--- config.mk ---
export PLATFORM = sky130hd
export DESIGN_NAME = capture_ctrl
export DESIGN_NICKNAME = d
export VERILOG_FILES = /design/src/rtl/capture_pkg.sv /design/src/rtl/trig_edge_det.sv /design/src/rtl/capture_ctrl.sv
export SDC_FILE = /design/constraint.sdc
export NUM_CORES = 1
export LEC_CHECK = 0
export ABC_AREA = 1
export CAP_MARGIN = 20
export CELL_PAD_IN_SITES_DETAIL_PLACEMENT = 1
export CELL_PAD_IN_SITES_GLOBAL_PLACEMENT = 2
export CORE_ASPECT_RATIO = 0.5
export CORE_MARGIN = 3
export CORE_UTILIZATION = 33
export CTS_CLUSTER_DIAMETER = 120
export DETAILED_ROUTE_END_ITERATION = 6
export PLACE_DENSITY = 0.88
export SYNTH_ARGS = -nofsm -noshare
export SYNTH_HDL_FRONTEND = slang
export SYNTH_SLANG_ARGS = --single-unit
export TNS_END_PERCENT = 1
--- constraint.sdc ---
create_clock -name clk -period 2.9 [get_ports clk]
set_input_delay 0.29 -clock clk [delete_from_list [all_inputs] [get_ports clk]]
set_output_delay 0.29 -clock clk [all_outputs]
set_load 0.005 [all_outputs]
--- src/rtl/capture_pkg.sv ---
// capture_pkg: shared definitions for the capture controller.
//   state_t    - FSM state encoding (codes 0..5 are visible on o_state)
//   EDGE_*     - trigger qualification modes for i_edge_mode
package capture_pkg;

    typedef enum logic [2:0] {
        StIdle = 3'd0,
        StPre  = 3'd1,
        StWait = 3'd2,
        StPost = 3'd3,
        StDone = 3'd4,
        StRead = 3'd5
    } state_t;

    localparam logic [1:0] EDGE_RISE  = 2'd0;
    localparam logic [1:0] EDGE_FALL  = 2'd1;
    localparam logic [1:0] EDGE_BOTH  = 2'd2;
    localparam logic [1:0] LEVEL_HIGH = 2'd3;

endpackage

--- src/rtl/trig_edge_det.sv ---
// trig_edge_det: turns the synchronised trigger line into a qualified trigger pulse.
// Ports:
//   clk          clock
//   i_rst        synchronous active-high reset (clears the history bit)
//   i_trig_in    raw trigger, already in the clk domain
//   i_edge_mode  EDGE_RISE / EDGE_FALL / EDGE_BOTH / LEVEL_HIGH
//   o_pulse      combinational trigger qualifier for the current cycle
module trig_edge_det
    import capture_pkg::*;
(
    input  logic       clk,
    input  logic       i_rst,
    input  logic       i_trig_in,
    input  logic [1:0] i_edge_mode,
    output logic       o_pulse
);

    logic prev_q;

    // History is sampled every cycle regardless of controller state so that
    // the first WAIT cycle compares against the true previous level.
    always_ff @(posedge clk) begin
        if (i_rst) begin
            prev_q <= 1'b0;
        end else begin
            prev_q <= i_trig_in;
        end
    end

    always_comb begin
        o_pulse = 1'b0;
        unique case (i_edge_mode)
            EDGE_RISE:  o_pulse = i_trig_in & ~prev_q;
            EDGE_FALL:  o_pulse = ~i_trig_in & prev_q;
            EDGE_BOTH:  o_pulse = i_trig_in ^ prev_q;
            LEVEL_HIGH: o_pulse = i_trig_in;
        endcase
    end

endmodule

--- src/rtl/capture_ctrl.sv ---
// capture_ctrl: pre/post-trigger capture controller for a 2**ADDR_W sample BRAM.
// Arms on i_arm, fills a ring buffer with a pre-trigger window, waits for a trigger,
// writes the post-trigger window so the buffer holds exactly DEPTH samples, then
// reads the capture out oldest-first on i_rd_req.
// Optional build macro CAPTURE_TIMEOUT_EN adds an auto-trigger timeout
// (i_timeout, o_timed_out); i_timeout == 0 disables it.
// Ports:
//   clk, i_rst            clock, synchronous active-high reset
//   i_arm, i_abort        start capture (IDLE only) / return to IDLE (top priority)
//   i_trig_in             synchronised trigger line
//   i_edge_mode           trigger mode (see capture_pkg)
//   i_pre_len             pre-trigger sample count, latched at arm
//   i_rd_req              start readout (DONE only)
//   o_wr_en, o_wr_addr    BRAM write port control
//   o_rd_en, o_rd_addr    BRAM read port control
//   o_full                capture valid in BRAM
//   o_busy                not IDLE
//   o_trig_addr           address holding the trigger sample
//   o_state               current state code
module capture_ctrl
    import capture_pkg::*;
#(
    parameter int unsigned ADDR_W    = 10,
    parameter int unsigned TIMEOUT_W = 16
) (
    input  logic              clk,
    input  logic              i_rst,
    input  logic              i_arm,
    input  logic              i_abort,
    input  logic              i_trig_in,
    input  logic [1:0]        i_edge_mode,
    input  logic [ADDR_W-1:0] i_pre_len,
    input  logic              i_rd_req,
`ifdef CAPTURE_TIMEOUT_EN
    input  logic [TIMEOUT_W-1:0] i_timeout,
    output logic              o_timed_out,
`endif
    output logic              o_wr_en,
    output logic [ADDR_W-1:0] o_wr_addr,
    output logic              o_rd_en,
    output logic [ADDR_W-1:0] o_rd_addr,
    output logic              o_full,
    output logic              o_busy,
    output logic [ADDR_W-1:0] o_trig_addr,
    output logic [2:0]        o_state
);

    localparam int unsigned DEPTH = 2 ** ADDR_W;

    state_t            state_q;
    logic [ADDR_W-1:0] pre_len_q;
    logic [ADDR_W-1:0] post_rem_q;
    logic [ADDR_W-1:0] cnt_q;       // PRE write count, then READ count
    logic              trig_pulse;
    logic              to_hit;
    logic              fire;

    trig_edge_det u_edge_det (
        .clk         (clk),
        .i_rst       (i_rst),
        .i_trig_in   (i_trig_in),
        .i_edge_mode (i_edge_mode),
        .o_pulse     (trig_pulse)
    );

`ifdef CAPTURE_TIMEOUT_EN
    logic [TIMEOUT_W-1:0] to_cnt_q;
    logic                 timed_out_q;

    // to_cnt_q holds (WAIT cycles so far - 1); the forced trigger lands on the
    // i_timeout-th WAIT cycle.
    assign to_hit = (i_timeout != '0) && ((to_cnt_q + TIMEOUT_W'(1)) == i_timeout);
    assign o_timed_out = timed_out_q;

    always_ff @(posedge clk) begin
        if (i_rst) begin
            to_cnt_q    <= '0;
            timed_out_q <= 1'b0;
        end else if (i_abort) begin
            to_cnt_q    <= '0;
            timed_out_q <= 1'b0;
        end else begin
            // Held at zero outside WAIT, so it is clear on every WAIT entry.
            if (state_q == StWait) begin
                to_cnt_q <= to_cnt_q + TIMEOUT_W'(1);
            end else begin
                to_cnt_q <= '0;
            end
            if (state_q == StIdle && i_arm) begin
                timed_out_q <= 1'b0;
            end else if (state_q == StWait && to_hit && !trig_pulse) begin
                timed_out_q <= 1'b1;
            end
        end
    end
`else
    assign to_hit = 1'b0;
`endif

    assign fire    = trig_pulse | to_hit;
    assign o_busy  = (state_q != StIdle);
    assign o_state = state_q;

    always_ff @(posedge clk) begin
        if (i_rst) begin
            state_q     <= StIdle;
            pre_len_q   <= '0;
            post_rem_q  <= '0;
            cnt_q       <= '0;
            o_wr_en     <= 1'b0;
            o_wr_addr   <= '0;
            o_rd_en     <= 1'b0;
            o_rd_addr   <= '0;
            o_full      <= 1'b0;
            o_trig_addr <= '0;
        end else if (i_abort) begin
            state_q <= StIdle;
            o_wr_en <= 1'b0;
            o_rd_en <= 1'b0;
            o_full  <= 1'b0;
        end else begin
            unique case (state_q)
                StIdle: begin
                    if (i_arm) begin
                        pre_len_q  <= i_pre_len;
                        post_rem_q <= ~i_pre_len;  // DEPTH-1-pre_len
                        cnt_q      <= '0;
                        o_wr_addr  <= '0;
                        o_wr_en    <= 1'b1;
                        state_q    <= (i_pre_len != '0) ? StPre : StWait;
                    end
                end
                StPre: begin
                    o_wr_addr <= o_wr_addr + ADDR_W'(1);
                    cnt_q     <= cnt_q + ADDR_W'(1);
                    if (cnt_q == pre_len_q - ADDR_W'(1)) begin
                        state_q <= StWait;
                    end
                end
                StWait: begin
                    o_wr_addr <= o_wr_addr + ADDR_W'(1);
                    if (fire) begin
                        o_trig_addr <= o_wr_addr;
                        if (post_rem_q == '0) begin
                            state_q <= StDone;
                            o_wr_en <= 1'b0;
                            o_full  <= 1'b1;
                        end else begin
                            state_q <= StPost;
                        end
                    end
                end
                StPost: begin
                    o_wr_addr  <= o_wr_addr + ADDR_W'(1);
                    post_rem_q <= post_rem_q - ADDR_W'(1);
                    if (post_rem_q == ADDR_W'(1)) begin
                        state_q <= StDone;
                        o_wr_en <= 1'b0;
                        o_full  <= 1'b1;
                    end
                end
                StDone: begin
                    if (i_rd_req) begin
                        // Oldest sample sits pre_len slots before the trigger.
                        o_rd_addr <= o_trig_addr - pre_len_q;
                        cnt_q     <= '0;
                        o_rd_en   <= 1'b1;
                        state_q   <= StRead;
                    end
                end
                StRead: begin
                    o_rd_addr <= o_rd_addr + ADDR_W'(1);
                    cnt_q     <= cnt_q + ADDR_W'(1);
                    if (cnt_q == ADDR_W'(DEPTH - 1)) begin
                        state_q <= StIdle;
                        o_rd_en <= 1'b0;
                        o_full  <= 1'b0;
                    end
                end
                default: begin
                    state_q <= StIdle;
                    o_wr_en <= 1'b0;
                    o_rd_en <= 1'b0;
                    o_full  <= 1'b0;
                end
            endcase
        end
    end

endmodule

==> results.json, run 1 <==
{
  "place_congestion": 0.8076,
  "synth_largest_area_cell": "dfxtp_1",
  "cts_root_buffer": "clkbuf_16",
  "fp.dieH_um": 85.55,
  "yosysTopAreaCellShare_pct": 32.12,
  "syn-mean-instance-area_sq_um": 6.813,
  "hold_buffers": 0,
  "firstDrtPassIters": 4,
  "ir_drop_v": 0.0002488,
  "finalMaxSlewViolations": 0,
  "synthTopCellsByArea": "dfxtp_1, nand2_1, a21oi_1",
  "crit_chain": "inv_1, ha_1, inv_1, nand2_1, nand3_1, nand2_1, nor2_1, nand2_1, nor2_1, nand4_1, nand2_1, nand3_1, nand2_1, nor2_1",
  "seq_area_sq_mm": 0.001341,
  "cp_top_family": "simple AND/OR/NAND/NOR gates",
  "highest_layer": "met4",
  "dieArea_sq_mm": 0.01412,
  "path_class": "reg2reg",
  "tightest_slew_ns": 0.5257,
  "tritoncts": "done",
  "max_stage_delay_ns": 0.45,
  "setup_viol": 0,
  "critPathCaptureType": "register",
  "wl_met3_um": 447,
  "grt_max_degree": 33,
  "critPathBufInv": 2,
  "rr_worst_depth": 14,
  "finalSetupTns_ns": 0,
  "portBuffers": 54,
  "routedWlPerCell_um": 15.32,
  "grt_pass1_vias": 4235,
  "path_depth": 14,
  "multi_input_area_sq_mm": 0.002451,
  "io_pins": 55,
  "diodes": 0,
  "rsz0062_at_grt": "false",
  "via_count": 4229,
  "grt_overflow_total": 0,
  "core_area_sq_mm": 0.01209,
  "cts_htree_levels": 3,
  "cts_sinks": 67,
  "grt_pass1_wl_um": 21540,
  "min_path_cells": 2,
  "met1_length_um": 6761,
  "r2r_slack_ns": 0.68,
  "drv_cap": 0,
  "fmax_mhz": 449.5,
  "cts_max_path_buffers": 2,
  "numCtsBuffers": 9,
  "area_growth_pct": 23.58,
  "clk_pin_slew_ns": 0.06,
  "initial_utilization_pct": 34.55,
  "grtUsageTotal_pct": 19.15,
  "cp_max_fo": 6,
  "placementRows": 28,
  "status": "finished, final reports clean",
  "antenna_found_initial": 0,
  "nets": 706,
  "hold_path_class": "reg2reg",
  "p_per_area_mw_per_mm2": 559.5,
  "syn_inst": 613,
  "synth_cell_types": 42,
  "drive_above_1_share_pct": 7.143,
  "die_w_um": 165.1,
  "drcViolationCount": 0,
  "ys_seq_elements": 67,
  "finalHoldViolations": 0,
  "maxSlewHeadroom_pct": 64.95,
  "dp_hpwl_um": 9968,
  "worst_ep_required_time_ns": 3.13,
  "drt_iter0_drc": 243,
  "cpMostUsedCell": "nand2_1",
  "fin_worst_skew_ns": 0.006542,
  "nFillCells": 1578,
  "ys_seq_area_share_pct": 32.12,
  "ys_warn_count": 0,
  "slowest_stage": "dfxtp_1",
  "period_minus_slack_ns": 2.225,
  "viasPerCell": 5.053,
  "wl_um": 12830,
  "cp-start-kind": "register",
  "cp.arrival_ns": 2.45,
  "cts_resized": 0,
  "synth_nets": 650,
  "wl_met2_um": 5512,
  "fin_crit_sh_pct": 76.71,
  "p_leak_nw": 2.125,
  "syn_area_sq_mm": 0.004177,
  "post_cts_buffers": 0,
  "power_mw": 2.888,
  "antenna_left": 0,
  "worstSkewPairLatency_ns": 0.33
}
area by class of cell:
| cell class | instances | share of cell area [%] |
|---|---|---|
| clock buffer | 12 | 4.970 |
| tap | 165 | 4.000 |
| timing repair buffer | 59 | 11.20 |
| sequential | 67 | 25.99 |
| clock inverter | 2 | 0.2424 |
| multi-input combinational | 448 | 47.49 |
| inverter | 84 | 6.109 |
placed cells by master (no fill, tap or decap), types with 4 or more instances in the layout:
cell             count
nor4_1               4
a211oi_1             6
inv_2                7
buf_4                5
xor2_1               9
nor3_1              11
nand2_1            106
a21oi_1             69
nand4_1              8
nand3_1             37
ha_1                18
dfxtp_1             67
clkbuf_16            9
nor2_1              62
clkdlybuf4s50_1     54
inv_1               77
xnor2_1              8
nand2_4              4
o21ai_0             62
a31oi_1              7
cell usage after synthesis, drive strengths merged:
cell type	n
a21oi	72
nand2	110
a211oi	6
a31oi	7
nand3b	2
xnor2	8
clkbuf	8
o21a	1
fa	1
nand4	8
o21bai	1
nor3	16
inv	84
xor2	9
dfxtp	67
o21ai	66
o31ai	1
nor3b	2
o211ai	2
and2	1
ha	18
a21o	3
nor2	67
nand3	38
or2	3
a221oi	1
nor4	4
o22ai	1
buf	6
metrics by stage:
stage	cell area, sq um	util [%]	instances	setup slack [ns]	hold WS, ns
after global routing	5161	42.70	837	0.4796	0.4947
after global placement	4892	40.48	823	0.6696	0.4538
after floorplan	4177	-	613	1.156	0.4186
after detailed placement	4892	40.48	823	0.5792	0.4587
after CTS	5161	42.70	837	0.7207	0.4668
final	5161	42.70	837	0.6754	0.4620
layer usage:
metal | vias up | track usage (%)
met5 | - | 0
met4 | 0 | 3.881
met3 | 9 | 3.859
met2 | 67 | 29.89
met1 | 1999 | 27.48
li1 | 2154 | -
path summary, 6_finish.rpt:
check               startpoint          to
setup / recovery  pre_len_q[1]  o_state[2]
hold / removal         o_wr_en     o_wr_en
setup reg to reg  pre_len_q[1]  o_state[2]
hold reg to reg        o_wr_en     o_wr_en
registers in the layout, indices dropped and copies added (netlist names), 3 cells and up:
name and flops:
o_trig_addr 10, cnt_q 10, post_rem_q 10, o_wr_addr 10
pre_len_q 10, o_rd_addr 10, o_state 3
logic make-up after synthesis:
family	share of synthesized area [%]
AND/OR/NAND/NOR	28.10
AO/OA/AOI/OAI	21.15
adder cells (fa/ha/maj)	5.872
buffers and inverters	9.197
XOR/XNOR	3.565
flip-flops	32.12
power breakdown:
group / total (mW) / switching (mW) / internal [mW]
Sequential: 1.05 / 0.0675 / 0.978
Clock: 1.02 / 0.402 / 0.614
Combinational: 0.825 / 0.510 / 0.316
worst register-to-register path, cell delays in order, from the launching register on:
cell and delay [ns]:
dfxtp_1 0.45, inv_1 0.12, ha_1 0.26, inv_1 0.14
nand2_1 0.07, nand3_1 0.08, nand2_1 0.05, nor2_1 0.12
nand2_1 0.08, nor2_1 0.09, nand4_1 0.21, nand2_1 0.24
nand3_1 0.10, nand2_1 0.08, nor2_1 0.04
No activity file was read; power rests on OpenSTA's default activity.
==> run 2: changes to the inputs <==
Settings changed: CORE_UTILIZATION 33 to 31, PLACE_DENSITY 0.88 to 0.84.
Clock period 2.9 ns to 2.1 ns, I/O delays scaled along.
==> run 2 against run 1 <==
Sequential power up 36%. Critical endpoint is now o_busy. Clock-buffer cell count down 1. Total power is 56% higher. First-iteration DRC count down 2.9%. Flip-flop and latch count unchanged. Clock skew increased by 0.0032 ns. Global-route usage decreased by 0.54 points. Sequential share of layout area fell by 1.5 points. Combinational power up 52%.
==> results.json, run 2 (synthesis gave the netlist of run 1 again) <==
{
  "status": "finished, final reports clean",
  "final_common_cell": "nand2_1",
  "portBuffers": 54,
  "cts_root_buffer": "clkbuf_16",
  "switching_share_pct": 31.66,
  "die_w_um": 170.2,
  "period_minus_slack_ns": 1.948,
  "setup_viol": 0,
  "r2r_slack_ns": 0.17,
  "tightest_slew_ns": 0.4456,
  "cp.arrival_ns": 1.74,
  "hold_buffers": 0,
  "seqPwrFrac_pct": 31.7,
  "min_path_cells": 3,
  "hold_end": "u_edge_det.prev_q",
  "dieArea_sq_mm": 0.01499,
  "combinationalPowerShare_pct": 27.7,
  "finalMaxSlewViolations": 0,
  "drive_above_1_share_pct": 12.07,
  "path_class": "reg2out",
  "power_frac_clock_pct": 40.6,
  "antenna_left": 0,
  "cp_top_family": "buffers and inverters",
  "intPower_mw": 3.084,
  "grtUsageTotal_pct": 18.61,
  "antenna_found_initial": 0,
  "drcViolationCount": 0,
  "core_area_sq_mm": 0.01292,
  "cts_htree_levels": 3,
  "finalSetupTns_ns": 0,
  "fin_crit_sh_pct": 92.74,
  "placementRows": 29,
  "holdCritStartpoint": "i_trig_in",
  "rsz0062_at_grt": "false",
  "grt_max_degree": 29,
  "ir_drop_v": 0.0003636,
  "drt_iter0_drc": 236,
  "worst_ep_required_time_ns": 1.89,
  "p_per_area_mw_per_mm2": 824.7,
  "fin_worst_skew_ns": 0.009749,
  "grt_overflow_total": 0,
  "netSwitchingPower_mw": 1.429,
  "grt_pass1_wl_um": 21950,
  "cp-start-kind": "register",
  "cp_max_fo": 5,
  "r2r_start": "o_trig_addr[0]",
  "finalHoldViolations": 0,
  "crit_chain": "inv_2, nand2_4, nor2_4, inv_1, clkdlybuf4s50_1",
  "cts_sinks": 67,
  "initial_utilization_pct": 32.33,
  "diodes": 0,
  "viasPerCell": 5.005,
  "rr_worst_depth": 11,
  "critPathBufInv": 3,
  "io_pins": 55,
  "worstSkewPairLatency_ns": 0.33,
  "drv_cap": 0,
  "cts_max_path_buffers": 2,
  "nets": 728,
  "place_congestion": 0.8477,
  "tritoncts": "done",
  "numCtsBuffers": 9,
  "timing.rr.end": "o_rd_addr[8]",
  "grt_pass1_vias": 4159,
  "max_stage_delay_ns": 0.53,
  "clk_pin_slew_ns": 0.06,
  "area_growth_pct": 31.04,
  "fp.dieH_um": 88.08,
  "maxSlewHeadroom_pct": 70.07,
  "firstDrtPassIters": 5,
  "hold_path_class": "in2reg",
  "wl_um": 13520,
  "p_leak_nw": 2.287,
  "critPathCaptureType": "output port",
  "dp_hpwl_um": 10580,
  "holdWs_ns": 0.4646,
  "via_count": 4334,
  "fmax_mhz": 513.5,
  "routedWlPerCell_um": 15.61,
  "final_cell_mix": "nand2_1, inv_1, a21oi_1, dfxtp_1",
  "slowest_stage": "clkdlybuf4s50_1"
}
-- run 2: cell count changes in the layout (fill, tap and decap cells not counted), moves of 2 or more --
cell,change
bufinv_16,+3
nor2_2,+2
inv_2,+2
buf_4,+21
nor2_1,-2
o21ai_0,-2
inv_1,-2
ha_1,-2
-- run 2: stage by stage --
step	total power, mW	util, %	instances	area [sq um]	setup WS, ns
after floorplan	2.259	-	613	4177	0.3557
after global placement	2.637	39.24	849	5069	0.09686
after detailed placement	2.661	39.24	849	5069	0.02460
after CTS	4.527	42.03	865	5429	0.05289
after global routing	4.787	42.37	866	5473	0.002241
final	4.513	42.37	866	5473	0.1524
-- run 2: worst register-to-register path, stage by stage (launching register included) --
cell and delay [ns]:
dfxtp_1 0.35, inv_1 0.06, ha_1 0.29, fa_1 0.39, inv_1 0.09, nand3_1 0.07, nand2_1 0.14, nand4_1 0.10
nand2_1 0.09, or2_2 0.10, nand3_1 0.08, a31oi_1 0.13
-- run 2: power groups by stage --
stage | combinational, mW | clock [mW] | sequential, mW
finish | 1.25 | 1.83 | 1.43
global route | 1.42 | 1.92 | 1.44
CTS | 1.22 | 1.88 | 1.43
detailed placement | 1.20 | 0 | 1.46
global placement | 1.18 | 0 | 1.45
floorplan | 0.818 | 0 | 1.44
-- run 2: cell type report --
cell class | count | area (sq um)
clock inverters | 5 | 107.6
clock buffers | 11 | 252.7
repair buffers | 81 | 755.7
well taps | 170 | 212.7
flip-flops and latches | 67 | 1343
inverters | 84 | 315.3
fillers | 1660 | 7445
multi-input cells | 448 | 2486
-- run 2: timing repair --
action	4_1_cts	5_1_grt
endpoints found under the hold margin	0	0
resized for setup	0	14
buffers inserted	0	1
setup endpoints to repair	0	4
-- run 2: how the worst max path moves through the flow --
stage / startpoint / end / slack, ns / cells past startpoint
after global placement: i_trig_in / o_state[1] / 0.1 / 12
final: o_state[1] / o_busy / 0.15 / 5
after CTS: pre_len_q[2] / o_rd_addr[7] / 0.05 / 9
after floorplan: pre_len_q[2] / o_rd_addr[7] / 0.36 / 9
after global routing: o_trig_addr[0] / o_rd_addr[8] / 0.002 / 11
after detailed placement: i_trig_in / o_state[0] / 0.02 / 12
-- run 2: metal layers --
layer / part of all wire, % / vias up / global-route usage [%]
li1: - / 2200 / -
met1: 53 / 2070 / 26.54
met2: 43 / 56 / 29.38
met3: 3.4 / 8 / 3.697
met4: 0.79 / 0 / 3.826
met5: 0 / - / 0
==> run 3: changes to the inputs <==
Settings changed: HOLD_SLACK_MARGIN set to 0.08, PLACE_DENSITY 0.84 to 0.81.
==> run 3 against run 2 <==
First-iteration DRC count increased by 11%. Setup slack got worse by 0.0081 ns. Via count down 0.62%. Global-route usage is 0.10 points higher. Die area is the same. Fmax shrank 0.41%. Highest routed layer unchanged.
==> results.json, run 3 (synthesis gave the netlist of run 1 again) <==
{
  "combinationalPowerShare_pct": 29.0,
  "crit_start": "o_state[1]",
  "finalMaxSlewViolations": 0,
  "maxSlewHeadroom_pct": 69.39,
  "crit_chain": "inv_2, nand2_4, nor2_4, inv_1, clkdlybuf4s50_1",
  "final_util_pct": 41.34,
  "status": "finished, final reports clean",
  "core_area_sq_mm": 0.01292,
  "io_pins": 55,
  "critPathCaptureType": "output port",
  "worst_ep_required_time_ns": 1.89,
  "switching_share_pct": 33.66,
  "drt_iter0_drc": 263,
  "setup_viol": 0,
  "fp.dieH_um": 88.08,
  "place_area_sq_mm": 0.005049,
  "nets": 726,
  "cp.arrival_ns": 1.75,
  "firstDrtPassIters": 4,
  "holdWs_ns": 0.4549,
  "hold_buffers": 0,
  "max_stage_delay_ns": 0.53,
  "grt_pass1_vias": 4193,
  "numCtsBuffers": 9,
  "dp_hpwl_um": 10750,
  "slowest_stage": "clkdlybuf4s50_1",
  "fin_crit_sh_pct": 93.13,
  "grt_max_degree": 24,
  "drive_above_1_share_pct": 10.55,
  "power_frac_clock_pct": 36.6,
  "final_cell_mix": "nand2_1, inv_1, a21oi_1, dfxtp_1",
  "p_per_area_mw_per_mm2": 780.7,
  "fmax_mhz": 511.3,
  "wl_um": 13550,
  "cts_root_buffer": "clkbuf_16",
  "rsz0062_at_grt": "true",
  "grtUsageTotal_pct": 18.71,
  "ir_drop_v": 0.0003636,
  "period_minus_slack_ns": 1.956,
  "cts_resized": 0,
  "antenna_left": 0,
  "cp_top_family": "buffers and inverters",
  "drcViolationCount": 0,
  "seqPwrFrac_pct": 34.4,
  "via_count": 4307,
  "die_w_um": 170.2,
  "portBuffers": 54,
  "cts_htree_levels": 3,
  "grt_overflow_total": 0,
  "clk_pin_slew_ns": 0.06,
  "final_common_cell": "nand2_1",
  "tightest_slew_ns": 0.4556,
  "intPower_mw": 2.766,
  "drv_cap": 0,
  "r2r_slack_ns": 0.19,
  "cp_max_fo": 5,
  "fin_cells": 862,
  "dieArea_sq_mm": 0.01499,
  "antenna_found_initial": 0,
  "finalHoldViolations": 0,
  "diodes": 0,
  "dp_cells": 848,
  "placementRows": 29,
  "fin_worst_skew_ns": 0.007834,
  "cts_max_path_buffers": 2,
  "post_cts_buffers": 0,
  "holdCritStartpoint": "i_trig_in",
  "area_growth_pct": 27.86,
  "cp-start-kind": "register",
  "finalSetupTns_ns": 0,
  "hold_path_class": "in2reg",
  "grt_pass1_wl_um": 22030,
  "cts_sinks": 67,
  "design_area_sq_mm": 0.005340,
  "initial_utilization_pct": 32.33,
  "routedWlPerCell_um": 15.72,
  "nFillCells": 1697,
  "path_class": "reg2out",
  "r2r_start": "pre_len_q[0]",
  "tritoncts": "done",
  "p_leak_nw": 2.232,
  "worstSkewPairLatency_ns": 0.34,
  "critPathBufInv": 3,
  "place_congestion": 0.8236,
  "netSwitchingPower_mw": 1.403,
  "viasPerCell": 4.997
}
run 3: final timing paths:
path,end,cells after the start
worst min-delay path,u_edge_det.prev_q,3
worst max-delay path,o_busy,5
worst min register to register,post_rem_q[7],2
worst max register to register,o_state[0],14
run 3: through the flow:
stage / total power [mW] / setup slack (ns)
3_3_place_gp: 2.637 / 0.06886
2_1_floorplan: 2.259 / 0.3557
3_5_place_dp: 2.664 / 0.03089
6_report: 4.169 / 0.1443
4_1_cts: 4.200 / 0.1030
5_1_grt: 4.435 / -0.0002520
run 3: area by class of cell:
class                           count  area [sq um]  share of cell area (%)
Tap cell                          170         212.7                   3.983
Clock buffer                       11         242.7                   4.545
Inverter                           84         315.3                   5.904
Multi-Input combinational cell    448          2459                   46.04
Clock inverter                      3         40.04                  0.7498
Timing Repair Buffer               79         728.2                   13.64
Sequential cell                    67          1343                   25.14
run 3: power by group through the flow:
stage	clock [mW]	combinational (mW)	sequential (mW)
after floorplan	0	0.818	1.44
after global routing	1.60	1.39	1.45
after global placement	0	1.18	1.46
after detailed placement	0	1.20	1.46
final	1.53	1.21	1.43
after CTS	1.55	1.21	1.43
run 3: worst register-to-register path, cell delays in order (launching register included):
cell and delay [ns]:
dfxtp_1 0.36, inv_1 0.07, ha_2 0.28, nand2_1 0.06, inv_1 0.04, nor2_1 0.08
nand2_1 0.07, nor2_2 0.13, nand2_1 0.07, nor2_1 0.08, nand4_1 0.20, nand2_2 0.20
nand3_1 0.09, nand2_1 0.06, nor2_1 0.04
run 3: layer usage:
layer	vias up	wire, um	share of wire, %	track usage, %
li1	2193	-	-	-
met1	2045	7272	54	27.42
met2	59	5750	42	28.76
met3	10	430	3.2	3.517
met4	0	100	0.74	3.753
met5	-	0	0	0
==> variant: new RTL, config.mk and constraints of run 3 <==
The option `CAPTURE_TIMEOUT_EN` is turned on by a define.
--- a/src/rtl/capture_ctrl.sv
+++ b/src/rtl/capture_ctrl.sv
@@ -17,6 +17,8 @@
 //   o_busy                not IDLE
 //   o_trig_addr           address holding the trigger sample
 //   o_state               current state code
+`define CAPTURE_TIMEOUT_EN
+
 module capture_ctrl
     import capture_pkg::*;
 #(
Ports: changed (added i_timeout and o_timed_out); port bits go from 55 to 72. No check against the original RTL was run, so the function may have changed too.
==> variant against run 3 <==
The flow now finishes with violations (negative setup slack); synthesized cell count grew 34%; power grew 14%; core utilization grew 2.4 points; setup slack lost 0.17 ns; critical path depth grew 10; wire length grew 34%; register-to-register slack lost 0.22 ns; sequential cell count grew 17; design area grew 36%; combinational power grew 9.9%; synthesized area grew 27%; via count grew 33%; critical endpoint is now o_state[1]; largest cell class unchanged; largest power group is now sequential cells; highest routed layer unchanged.
==> variant: results (changes against run 3) <==
Outcome: finished with violations (was finished clean). The checks that failed: negative setup slack. The beginning of the critical path was pre_len_q[1] (was o_state[1]). The fraction of final layout cells with drive strength greater than 1 was 16.63% (was 10.55%). Most frequent cells after synthesis: sky130_fd_sc_hd__nand2_1, sky130_fd_sc_hd__nor2_1, sky130_fd_sc_hd__inv_1 (was sky130_fd_sc_hd__nand2_1, sky130_fd_sc_hd__inv_1, sky130_fd_sc_hd__a21oi_1).

The area fraction of clock buffers and clock inverters came out at 4.213% (was 5.295%). The footprint of the flip-flops and latches came out at 1693 um^2 (was 1343 um^2). The biggest cell delay along the critical path was 0.32 ns (was 0.53 ns). The number of buffers outside the clock class in the layout is 135 (was 79). The length of routed met3 wiring came out at 584 um (was 430 um). The total setup violations reported at the end of the flow is 4 (was 0). The met3 track utilization from global routing came out at 3.625% (was 3.517%). The vias after detailed routing was 5735 (was 4307).

The arrival time at the worst endpoint is 2.37 ns (was 1.75 ns). The complex-gate fraction of the synthesized area is 14.49% (was 21.15%). The amount of wire on met2 after detailed routing is 8.666 mm (was 5.750 mm). The number of port buffers came out at 71 (was 54). The placed wire-length estimate is 14.19 mm (was 10.75 mm). The share of the final layout cell area in multi-input gates came out at 45.92% (was 46.04%). The DRC violation total after the first TritonRoute iteration came out at 210 (was 263). The final net count is 1005 (was 726). The flip-flop and latch count after synthesis came to 84 (was 67). The wire length the detailed router placed on met1 came out at 8.722 mm (was 7.272 mm). The fill cell total of the finished layout is 2109 (was 1697). The number of global-route vias before repair was 5797 (was 4193). The routing usage on met2 came out at 33.70% (was 28.76%). The share of synthesized cell area in full adder, half adder and majority cells is 4.853% (was 5.872%). The wire length after detailed routing came to 18.12 mm (was 13.55 mm). The count of multi-input combinational gates is 609 (was 448). The post-synthesis average cell area is 6.477 um^2 (was 6.813 um^2). The worst min-delay path class is reg -> reg (was in -> reg).

The post-placement cell count is 1161 (was 848). The final total negative setup slack came out at -0.06498 ns (was 0 ns). The final worst slack came out at -0.02714 ns (was 0.1443 ns). The xor/xnor cell area share of the yosys netlist was 3.981% (was 3.565%). The global-route track usage on met1 is 25.74% (was 27.42%). The count of distinct cell types in the synthesized netlist came out at 43 (was 42). The worst supply voltage drop on vdd came to 0.4241 mV (was 0.3636 mV). The clock tree skew after final layout is 0.009900 ns (was 0.007834 ns).
## variant: path summary, 6_finish.rpt
kind	end	slack [ns]	cells after the start
min reg2reg	to_cnt_q[0]	0.44	1
max reg2reg	o_state[1]	-0.03	15
min	to_cnt_q[0]	0.44	1
max	o_state[1]	-0.03	15
## variant: stage by stage
stage          setup slack (ns)  power (mW)  cell area (um^2)  utilization, %  hold WS [ns]
6_report               -0.02714       4.752              7246           43.76        0.4399
4_1_cts                -0.02205       4.762              7108           42.93        0.4552
5_1_grt                 -0.2324       5.055              7246           43.76        0.4698
3_5_place_dp            -0.1207       3.026              6688           40.39        0.4651
2_1_floorplan            0.1480       2.494              5311               -        0.3376
3_3_place_gp           -0.01832       2.995              6688           40.39        0.4312
## variant: power groups by stage
stage                     sequential (mW)  clock, mW  combinational (mW)
after floorplan                      1.76          0               0.735
final                                1.74       1.69                1.33
after global routing                 1.75       1.81                1.49
after global placement               1.77          0                1.23
after detailed placement             1.77          0                1.25
after CTS                            1.74       1.73                1.29
